$ cat src/rtl/req_encoder_serial.sv
// Serial request encoder: captures an N-bit request vector, then emits the index of
// each set bit (lowest first), one beat per accepted output. Optional popcount port: ENC_POPCOUNT_EN.
module req_encoder_serial #(
    parameter  int N = 4,
    localparam int W = $clog2(N)
) (
    input  logic         clk,
    input  logic         rst,
    input  logic         in_valid,
    output logic         in_ready,
    input  logic [N-1:0] in_vec,
    output logic         out_valid,
    input  logic         out_ready,
    output logic [W-1:0] out_idx,
    output logic         out_last,
    output logic         out_none,
    output logic         busy
`ifdef ENC_POPCOUNT_EN
    ,
    output logic [W:0]   out_cnt
`endif
);

    // Handshakes: a transfer happens on a rising edge where valid && ready are both 1.
    // A source holds its payload stable until the transfer; a sink may change ready freely.
    typedef enum logic {
        IDLE = 1'b0,
        EMIT = 1'b1
    } state_t;

    state_t       state, state_next;
    logic [N-1:0] mask, mask_next;
    logic [N-1:0] mask_rest;
    logic [W-1:0] low_idx;
    logic         capture;
    logic         accept;

    // Clearing the lowest set bit is exactly the "remaining requests" after this beat.
    assign mask_rest = mask & (mask - N'(1));
    assign capture   = in_valid && in_ready;
    assign accept    = out_valid && out_ready;

    always_comb begin
        low_idx = '0;
        for (int i = N - 1; i >= 0; i--) begin
            if (mask[i]) low_idx = W'(i);
        end
    end

    always_ff @(posedge clk or posedge rst) begin
        if (rst) begin
            state <= IDLE;
            mask  <= '0;
        end else begin
            state <= state_next;
            mask  <= mask_next;
        end
    end

    always_comb begin
        state_next = state;
        mask_next  = mask;
        case (state)
            IDLE: begin
                if (capture) begin
                    mask_next  = in_vec;
                    state_next = EMIT;
                end
            end
            EMIT: begin
                if (accept) begin
                    mask_next = mask_rest;
                    if (out_last) state_next = IDLE;
                end
            end
            default: state_next = IDLE;
        endcase
    end

    always_comb begin
        in_ready  = (state == IDLE);
        out_valid = (state == EMIT);
        busy      = (state == EMIT);
        out_idx   = '0;
        out_last  = 1'b0;
        out_none  = 1'b0;
        if (state == EMIT) begin
            out_idx  = low_idx;
            out_last = (mask_rest == '0);
            out_none = (mask == '0);
        end
    end

`ifdef ENC_POPCOUNT_EN
    logic [W:0] cap_cnt;

    always_comb begin
        cap_cnt = '0;
        for (int i = 0; i < N; i++) begin
            cap_cnt = cap_cnt + (W + 1)'(in_vec[i]);
        end
    end

    // Held for the whole vector; only a new capture may change it.
    always_ff @(posedge clk or posedge rst) begin
        if (rst) begin
            out_cnt <= '0;
        end else if (capture) begin
            out_cnt <= cap_cnt;
        end
    end
`endif

endmodule

$ cat config.mk
export PLATFORM = sky130hd
export DESIGN_NAME = req_encoder_serial
export DESIGN_NICKNAME = d
export VERILOG_FILES = /design/src/rtl/req_encoder_serial.sv
export SDC_FILE = /design/constraint.sdc
export NUM_CORES = 1
export LEC_CHECK = 0
export BUFFER_PORTS_ARGS = -buffer_cell sky130_fd_sc_hd__buf_4
export CAP_MARGIN = 20
export CORE_AREA = 5 5 42 44
export CTS_CLUSTER_DIAMETER = 40
export CTS_CLUSTER_SIZE = 14
export DETAILED_ROUTE_END_ITERATION = 7
export DIE_AREA = 0 0 47 49
export PLACE_DENSITY = 0.43
export REMOVE_ABC_BUFFERS = 1
export SYNTH_ARGS = -nofsm -noshare
export SYNTH_HDL_FRONTEND = slang
export SYNTH_SLANG_ARGS = --single-unit
$ cat constraint.sdc
create_clock -name clk -period 1.99 [get_ports clk]
set_input_delay 0.398 -clock clk [delete_from_list [all_inputs] [get_ports clk]]
set_output_delay 0.398 -clock clk [all_outputs]
set_load 0.05 [all_outputs]
======== Word level (Yosys, flattened, before mapping) ========
Index checks and enable logic that the tools add are counted.
word-level totals
  register bits ........................... 5
cells by class
  $add $sub $neg .......................... 1
  equality and inequality tests ........... 2
  multiplexer cells ....................... 14
  bitwise gates (word level) .............. 2
  reductions and logical operators ........ 5
operators with widths
  operator             number
  $mux 2               5
  $logic_not 4->1      2
  $mux 4               2
  $pmux 4 s2           1
  $mux 1               5
  $and 4x4->4          1
  $ne 2x1->1 const B   2
  $sub 4x1->4 const B  1
  $logic_and 1x1->1    2
  $pmux 1 s2           1
  $reduce_and 2->1     1
  $not 1->1            1

======== Longest topological paths before layout ========
  depth in word-level cells ............... 7
  mapped depth ............................ 3

======== Worst setup path before layout ========
No wires, ideal clock.
  path kind ............................... register to output
  start point ............................. register state (netlist: busy)
  end point ............................... output out_idx[0]
  arrival time ............................ 2350 ps
  path slack .............................. -758 ps
  cell stages (with the launch flop) ...... 3
  buffers on the path ..................... 0
  cells stage by stage .................... dfrtp_1 inv_1 nor3_1
on the way
  cells in the longest elaborated chain, start to end .. 1
RTL lines
  item                    RTL line  text
  start, declared         31        state_t state, state_next;
  start signal, assigned  55        state <= state_next;
  $mux 2                  87        if (state == EMIT) begin
  end, declared           14        output logic [W-1:0] out_idx,
Every way passes these cells.

======== Worst setup path in the final report ========
  start point ............................. register mask[2]
  end point ............................... output out_last
on the way
  cells in the longest elaborated chain, start to end .. 4
RTL lines
  item                    RTL line  text
  start, declared         32        logic [N-1:0] mask, mask_next;
  start signal, assigned  56        mask <= mask_next;
  $sub 4x1->4             39        assign mask_rest = mask & (mask - N'(1));
  $and 4x4->4 (*)         39
  $logic_not 4->1 (*)     89        out_last = (mask_rest == '0);
  $mux 1 (*)              87
  end, declared           15        output logic out_last,
Mark *: on every way between the ends. The rest lies on a longest branch, timed or not.

==> impl_metrics.tcl <==
set metrics [dict create \
    status "completed" \
    cts_tree "built" \
    slowest_delay_ps 450 \
    timing.fmax_mhz 527 \
    ant_nets 0 \
    synth-seq-cells 5 \
    cts_buffer_depth 2 \
    timing.setup.tns_ps 0 \
    port_buffers 14 \
    worst-path-buf-inv 1 \
    fin_ws_ps 94.1 \
    die_width_um 47 \
    finalHoldViolations 0 \
    worst_setup_path_start_kind "register" \
    cts_root_buf "clkbuf_4" \
    cp-end-kind "output pin" \
    yosys.area.top_type "dfrtp_1" \
    place_hpwl_um 674 \
    io_pins 15 \
    grt_first_pass_wirelength_um 1360 \
    rsz0062_at_grt "false" \
    crit_fanout 7 \
    syn_inst 32 \
    via_per_inst 4.88 \
    syn_avg_cell_area_um2 9.50 \
    tightest_slew_ps 297 \
    grt_pass1_vias 315 \
    initial_core_util_pct 21.7 \
    drt_pass1_iterations 3 \
    holdCritPathClass "in -> async" \
    cts_hold_buffers 0 \
    ctsResizeCount 0 \
    worstPathCellList "or3_4 -> o22ai_2 -> buf_4" \
    cts_htree_levels 1 \
    clk-insertion-delay-late_ps 250 \
    finalMaxSlewViolations 0 \
    slew_headroom_pct 80.2 \
    cp_num_cells 3 \
    worst_path_dominant_cell_family "flip-flops" \
    synthDistinctLibCells 20 \
    grt_antenna_before_repair 0 \
    place_ws_ps 361 \
    r2r_setup_slack_ps 750 \
    cts_sinks 5 \
    grt_max_degree 10 \
    synth.area.top_cells "dfrtp_1, a22o_1, nor3_1" \
    fin_skew_ps 7.91 \
    netlist_area_um2 304 \
    die_y_um 49 \
    drive_gt1_share_pct 40.8 \
    yosysTopAreaCellShare_pct 41.2 \
    grt_overflow 0 \
    antenna-diode-count 0 \
    slowest_stage "dfrtp_1" \
    yosysWarningCount 0 \
    core_area_um2 1400 \
    r2r-start "mask[2]" \
    cts_buffers 3 \
    seq_area_frac_synth_pct 41.2 \
    grt_usage_pct 9.05 \
    finalWirelength_um 844 \
    drcViolationCount 0 \
    path_class "reg -> out" \
    wl_per_cell_um 13.0 \
    cap_violations 0 \
    fin_crit_sh_pct 95.3 \
    post_cts_buffers 0 \
    vias 317 \
    setup_viol 0 \
    startpoint "mask[2]" \
    row_count 14 \
    drt_iter0_drc 5 \
    gp_congestion 0.743 \
    syn_to_final_growth_pct 47.3 \
    endpoint "out_last" \
    cp.arrival_ps 1500 \
    crit_required_ps 1590 \
    clk_pin_slew_ps 50 \
    final_nets 58 \
    die-area_um2 2300 \
    r2r_cells 3 \
    finalCriticalPeriod_ps 1900 \
    r2r_end "busy" \
]
[cells by family after synthesis]
group,count (synthesis),share of synthesized area [%]
fa+ha+maj,1,3.29
compound gates,11,28.8
simple gates,11,20.6
buf+inv,4,6.17
flops,5,41.2
[metrics by stage]
step	hold WS, ps	std cells	util, %	cell area (um^2)
after floorplan	177	31	-	297
after global placement	323	61	30.1	422
after detailed placement	322	61	30.1	422
after CTS	54.0	65	32.0	448
after global routing	79.2	65	32.0	448
final	53.4	65	32.0	448
[Yosys cell counts]
| cell type | instances |
|---|---|
| maj3_1 | 1 |
| a22o_1 | 2 |
| nand2b_1 | 2 |
| o21ai_1 | 1 |
| o211a_1 | 1 |
| inv_1 | 3 |
| o22ai_2 | 1 |
| nor3_1 | 3 |
| dfrtp_1 | 5 |
| nor2_2 | 1 |
| o21bai_1 | 1 |
| nor2_1 | 2 |
| a221o_1 | 1 |
| nand2_1 | 1 |
| or3_4 | 1 |
| a21o_1 | 1 |
| nor2b_1 | 1 |
| a21oi_1 | 2 |
| buf_4 | 1 |
| a22oi_1 | 1 |
[layout by cell type (no fill, tap or decap)]
| cell | n |
|---|---|
| nand2_1 | 1 |
| buf_4 | 14 |
| o22ai_2 | 1 |
| nor2b_1 | 1 |
| nand2b_1 | 2 |
| clkbuf_4 | 3 |
| nor2_1 | 2 |
| clkbuf_1 | 1 |
| a221o_1 | 1 |
| inv_1 | 3 |
| or3_4 | 1 |
| o211a_1 | 1 |
| maj3_1 | 1 |
| nor2_2 | 1 |
| nor3_1 | 3 |
| a22oi_1 | 1 |
| o21bai_1 | 1 |
| o21ai_1 | 1 |
| a21o_1 | 1 |
| a21oi_1 | 2 |
| a22o_1 | 2 |
| dfrtp_1 | 5 |
[flip-flops by register name, summed over array words and instances (netlist names)]
register / cells
mask: 4
busy: 1
[layout make-up]
class | count | area, um^2
clock buffer | 4 | 26.3
fill | 154 | 953
inverter | 3 | 11.3
multi-input combinational | 23 | 160
sequential | 5 | 125
tap | 16 | 20.0
timing repair buffer | 14 | 105
[worst reg2reg max path, stage by stage (launching register included)]
cell,delay [ps]
dfrtp_1,450
or3_4,420
o22ai_2,160
a21oi_1,90
[routing by layer]
metal  share of wire (%)  GRT usage, %  wire [um]  vias up
met2                  54          12.2        456        9
met4                 3.3          11.1         28        0
li1                    -             -          -      149
met3                 6.3          3.69         53        2
met1                  36          8.91        306      157
met5                   0             0          0        -
[how the worst min path moves through the flow]
stage               startpoint       to  slack, ps  cells past startpoint
floorplan                  rst     busy        180                      1
global placement           rst  mask[0]        320                      2
detailed placement         rst  mask[0]        320                      2
CTS                        rst     busy         50                      2
global route               rst     busy         80                      2
finish                     rst     busy         50                      2
Power is not shown: default switching activity piles up to over one toggle a cycle in this logic, so the estimate is an artifact.
